===== src/rtl/mem_access_unit_pkg.sv =====
// mem_access_unit_pkg: funct3 codes, FSM states and request legality check for the load/store unit
package mem_access_unit_pkg;
    localparam logic [2:0] F3_B  = 3'b000;
    localparam logic [2:0] F3_H  = 3'b001;
    localparam logic [2:0] F3_W  = 3'b010;
    localparam logic [2:0] F3_BU = 3'b100;
    localparam logic [2:0] F3_HU = 3'b101;

    typedef enum logic [2:0] {
        S_IDLE,
        S_ISSUE,
        S_DATA,
        S_WRITE,
        S_RESP
    } state_e;

    function automatic logic req_err(input logic we, input logic [2:0] f3, input logic [1:0] a);
        logic legal;
        legal = f3 inside {F3_B, F3_H, F3_W, F3_BU, F3_HU};
        return !legal
            || (we && (f3 == F3_BU || f3 == F3_HU))
            || ((f3 == F3_H || f3 == F3_HU) && a[0])
            || (f3 == F3_W && a != 2'b00);
    endfunction
endpackage


===== src/rtl/mem_access_unit_load_align.sv =====
// load_align: little-endian load lane extraction and sub-word store lane merge
module load_align
    import mem_access_unit_pkg::*;
(
    input  logic [31:0] dout_i,
    input  logic [15:0] wdata_i,
    input  logic [1:0]  addr_i,
    input  logic [2:0]  funct3_i,
    output logic [31:0] load_o,
    output logic [31:0] merge_o
);
    logic [4:0]  sh;
    logic [7:0]  b;
    logic [15:0] h;
    logic [31:0] mask;
    logic [31:0] lane;

    assign sh   = {addr_i, 3'b000};
    assign b    = 8'(dout_i >> sh);
    assign h    = addr_i[1] ? dout_i[31:16] : dout_i[15:0];
    assign mask = (funct3_i[0] ? 32'h0000_FFFF : 32'h0000_00FF) << sh;
    assign lane = (funct3_i[0] ? {16'b0, wdata_i} : {24'b0, wdata_i[7:0]}) << sh;

    // Select and extend the addressed byte/halfword/word
    always_comb begin
        load_o = funct3_i == F3_B  ? {{24{b[7]}}, b}  :
                 funct3_i == F3_H  ? {{16{h[15]}}, h} :
                 funct3_i == F3_W  ? dout_i           :
                 funct3_i == F3_BU ? {24'b0, b}       :
                 funct3_i == F3_HU ? {16'b0, h}       : 32'b0;
        merge_o = (dout_i & ~mask) | (lane & mask);
    end
endmodule


===== src/rtl/mem_access_unit.sv =====
// mem_access_unit: byte-addressed RISC-V load/store to word-wide block_ram with read-modify-write sub-word stores
module mem_access_unit
    import mem_access_unit_pkg::*;
#(
    parameter int ADDR_W = 32
) (
    input  logic              clk,
    input  logic              rst,
    input  logic              req_valid,
    output logic              req_ready,
    input  logic              req_we,
    input  logic [2:0]        req_funct3,
    input  logic [ADDR_W-1:0] req_addr,
    input  logic [31:0]       req_wdata,
    output logic              resp_valid,
    output logic [31:0]       resp_rdata,
    output logic              resp_err,
    output logic              ram_en,
    output logic              ram_we,
    output logic [31:0]       ram_addr,
    output logic [31:0]       ram_di,
    input  logic [31:0]       ram_dout
);
    state_e            state_q, state_d;
    logic              we_q, we_d;
    logic [2:0]        f3_q, f3_d;
    logic [ADDR_W-1:0] addr_q, addr_d;
    logic [31:0]       wdata_q, wdata_d;
    logic              err_q, err_d;
    logic [31:0]       rdata_q, rdata_d;
    logic [31:0]       merged_q, merged_d;
    logic [31:0]       load_w;
    logic [31:0]       merge_w;
    logic              sw;

    load_align u_align (
        .dout_i   (ram_dout),
        .wdata_i  (wdata_q[15:0]),
        .addr_i   (addr_q[1:0]),
        .funct3_i (f3_q),
        .load_o   (load_w),
        .merge_o  (merge_w)
    );

    assign sw         = we_q && f3_q == F3_W;
    assign req_ready  = state_q == S_IDLE;
    assign resp_valid = state_q == S_RESP;
    assign resp_err   = resp_valid && err_q;
    assign resp_rdata = rdata_q;
    assign ram_addr   = 32'(addr_q[ADDR_W-1:2]);
    assign ram_en     = !rst && (state_q == S_ISSUE || state_q == S_WRITE);
    assign ram_we     = !rst && ((state_q == S_ISSUE && sw) || state_q == S_WRITE);
    assign ram_di     = state_q == S_WRITE ? merged_q :
                        (state_q == S_ISSUE && sw) ? wdata_q : 32'b0;

    // Next state: capture request in IDLE, sequence RAM read/write, one-cycle response
    always_comb begin
        state_d  = state_q;
        we_d     = we_q;
        f3_d     = f3_q;
        addr_d   = addr_q;
        wdata_d  = wdata_q;
        err_d    = err_q;
        rdata_d  = rdata_q;
        merged_d = merged_q;
        case (state_q)
            S_IDLE: if (req_valid) begin
                we_d    = req_we;
                f3_d    = req_funct3;
                addr_d  = req_addr;
                wdata_d = req_wdata;
                err_d   = req_err(req_we, req_funct3, req_addr[1:0]);
                rdata_d = 32'b0;
                state_d = err_d ? S_RESP : S_ISSUE;
            end
            S_ISSUE: state_d = sw ? S_RESP : S_DATA;
            S_DATA: begin
                merged_d = we_q ? merge_w : merged_q;
                rdata_d  = we_q ? rdata_q : load_w;
                state_d  = we_q ? S_WRITE : S_RESP;
            end
            S_WRITE: state_d = S_RESP;
            default: state_d = S_IDLE;
        endcase
    end

    // State and request registers
    always_ff @(posedge clk) begin
        if (rst) begin
            state_q  <= S_IDLE;
            we_q     <= 1'b0;
            f3_q     <= 3'b0;
            addr_q   <= '0;
            wdata_q  <= 32'b0;
            err_q    <= 1'b0;
            rdata_q  <= 32'b0;
            merged_q <= 32'b0;
        end else begin
            state_q  <= state_d;
            we_q     <= we_d;
            f3_q     <= f3_d;
            addr_q   <= addr_d;
            wdata_q  <= wdata_d;
            err_q    <= err_d;
            rdata_q  <= rdata_d;
            merged_q <= merged_d;
        end
    end
endmodule

===== config.mk =====
export PLATFORM = sky130hd
export DESIGN_NAME = mem_access_unit
export DESIGN_NICKNAME = d
export VERILOG_FILES = /design/src/rtl/mem_access_unit_pkg.sv /design/src/rtl/mem_access_unit_load_align.sv /design/src/rtl/mem_access_unit.sv
export SDC_FILE = /design/constraint.sdc
export NUM_CORES = 1
export LEC_CHECK = 0
export CELL_PAD_IN_SITES_DETAIL_PLACEMENT = 1
export CELL_PAD_IN_SITES_GLOBAL_PLACEMENT = 1
export CORE_ASPECT_RATIO = 2
export CORE_MARGIN = 2
export CORE_UTILIZATION = 37
export DETAILED_ROUTE_END_ITERATION = 10
export PLACE_DENSITY = 0.84
export RECOVER_POWER = 100
export SYNTH_ARGS = -nofsm -noshare
export SYNTH_HDL_FRONTEND = slang
export SYNTH_SLANG_ARGS = --single-unit

===== constraint.sdc =====
create_clock -name clk -period 3.3 [get_ports clk]
set_input_delay 0.66 -clock clk [delete_from_list [all_inputs] [get_ports clk]]
set_output_delay 0.66 -clock clk [all_outputs]
set_load 0.01 [all_outputs]

==> qor.txt <==
run status = finished, final reports clean
Nets = 1,057
Power Total = 4.68 mW
area delta synth->final = 38.0%
Hold Path Class = flip-flop to flip-flop
worst vdd ir = 388 uV
#FFs+latches synth = 136
total track usage = 26.4%
CTS Hold Bufs = 0
synthesized cell area = 6670 um2
Final setup viols = 0
largest family of logic cells by synthesized area = compound AO/OA/AOI/OAI gates
Seq/Total Area, Yosys = 40.8%
Die Y = 194 um
r2r setup slk = 0.47 ns
pwr/cell area = 509 nW/um2
critical path startpoint category = flip-flop
standby leakage power = 3.45 nW
first-pass detailed-route iteration total = 7
proportion of layout cells with a drive suffix above 1 = 7.96%
Critical-path top delay cell = clkdlybuf4s50_1
worst path arrival time = 2.55 ns
die width = 98.9 um
CTS max path bufs = 2
cells along the critical path = nand4bb_1 -> nor3_4 -> buf_4 -> a22o_1 -> clkdlybuf4s50_1
Yosys warning total = 0
metal3 WL = 1160 um
CP Capture Type = output pin
Initial Util = 37.7%
vias in the first global route = 6,906
Core ar. = 17,700 um2
DR top layer = met4
die area = 19,200 um2
predominant post-synthesis flop cell = dfxtp_1
Synth Area in Simple Gates = 19.3%
GR Overflow Total = 0
DRT met1 WL = 9020 um
routability congestion estimate = 0.869
Max Transition Viols Final = 0
fin crit share = 97.2%
Post-Synth XOR/XNOR Area = 0%
CTS tree = built
post-synthesis cell count = 819
I/O pin count = 204
# port buffers = 201
clock-pin slew on the worst setup and hold paths = 0.06 ns
Site Rows = 69
global-route wire length before repair = 39,100 um
CTS H-tree depth = 4
Final TNS setup = 0 ns
crit path kind = flip-flop to output pin
Req. time, crit path = 2.64 ns
number of buffers created by CTS = 17
met2 wire len = 13,600 um
post-DR wirelength/cell = 21.5 um
worst rel slew slack = 2.93%
share of Yosys cell area claimed by the top area cell type = 40.8%
Clk Latency, worst-skew pair = 0.43 ns
CP peak stage delay = 0.56 ns
DPL Wire Length = 18,200 um
async set-reset flop share out of synthesis = 0%
Post-CTS Setup Repair Bufs = 0
minimum clock period = 3.21 ns
initial antenna violation count = 2
Vias/cell = 5.68
Total Wirelength = 25,400 um
Detail Route Antenna Nets = 0
Max Cap Viol = 0
Worst Skew = 0.00686 ns
count leader, synth = nand2_1
Synth area leader = dfxtp_1
Max FO, Critical Path = 34
Gates resized, CTS repair = 0
Final Hold Viols = 0
pin count of the biggest net entering global routing = 77
worst slew pin tran = 1.46 ns
list of most frequent post-synthesis cells = nand2_1 (179), dfxtp_1 (136), a21oi_1 (94)
Synth Area in Compound Gates = 26.4%
post-route cell area = 9200 um2
Peak Freq = 312 MHz
worst slack at placement = 0.543 ns
RSZ-0062 raised after global routing = no
number of synthesized flops with an enable pin = 0
Post-DP Area = 8580 um2
Final WS setup = 0.0933 ns
CTS Sinks = 136
drt initial violations = 330
mux cell area share after synthesis = 4.95%
CTS Root Cell = clkbuf_16
largest cells by area after synthesis = dfxtp_1 (41%), nand2_1 (10%), a21oi_1 (7.1%)
Distinct cells, synth = 51
DR vias = 6,719
residual DRC count = 0
syn_area_per_cell = 8.14 um2
adder-cell share of the synthesized area = 0%
## metrics by stage
| step | cells | utilization (%) | hold slack, ns |
|---|---|---|---|
| after global placement | 1148 | 48.5 | 0.441 |
| after global routing | 1182 | 52.0 | 0.472 |
| after CTS | 1180 | 52.2 | 0.457 |
| after floorplan | 820 | - | 0.432 |
| after detailed placement | 1148 | 48.5 | 0.449 |
| final | 1182 | 52.0 | 0.451 |
## sequential cells by signal, indices dropped and copies added (netlist names)
signal / cells
addr_q: 32
merged_q: 32
resp_rdata: 32
wdata_q: 32
f3_q: 3
state_q: 3
err_q: 1
we_q: 1
## power by group
group	switching (mW)	internal (mW)	leakage, nW
clock	0.765	1.40	0.320
combinational	0.411	0.314	2.03
sequential	0.0725	1.72	1.11
total	1.25	3.43	3.45
## cell type report
type	instances	area, um2
Fill cell	2049	8500
Multi-Input combinational cell	576	3380
Sequential cell	136	2720
Timing Repair Buffer	219	2150
Clock buffer	21	470
Tap cell	213	267
Clock inverter	11	193
Inverter	4	15.0
Antenna cell	2	5.00
## cells by family (layout without fill, tap and decap cells)
family                 count (synthesis)  after routing
buffers and inverters                108            255
and+or+nand+nor                      280            280
DFF                                  136            136
AOI/OAI and AO/OA                    262            262
other                                  1              4
muxes                                 32             32
## final timing paths
check,endpoint,start,cells past startpoint
worst max-delay path,ram_di[14],we_q,5
worst min register to register,addr_q[13],addr_q[13],2
worst min-delay path,addr_q[13],addr_q[13],2
worst max register to register,wdata_q[22],state_q[2],5
## metal layers
metal  GRT usage, %  up-vias
met2           46.7      262
met1           28.3     3232
met5              0        -
met3           4.94       73
met4           16.0        0
li1               -     3152
## worst max-delay path, delay by kind of cell, from the launching register on
kind / cells / cell delay (ns)
simple gates: 2 / 0.45
flops: 1 / 0.48
buf+inv: 2 / 0.94
compound gates: 1 / 0.23
## layout by cell type, fill, tap and decap left out, types with 8 or more instances in the layout
cell             netlist  layout
nand2_1              179     178
dfxtp_1              136     136
clkdlybuf4s50_1        0     134
a21oi_1               94      94
dlygate4sd3_1          0      66
nor2_1                43      43
a22o_1                40      40
o22ai_1               26      26
o21ai_0               25      25
mux2i_1               24      24
a22oi_1               23      23
nand2b_1              19      19
clkbuf_16              0      17
a311oi_1              16      16
a211oi_1              15      15
buf_4                 33      15
mux2_2                 8       8
a221o_1                8       8
nand3b_1               8       8
No activity file was read; power rests on OpenSTA's default activity.
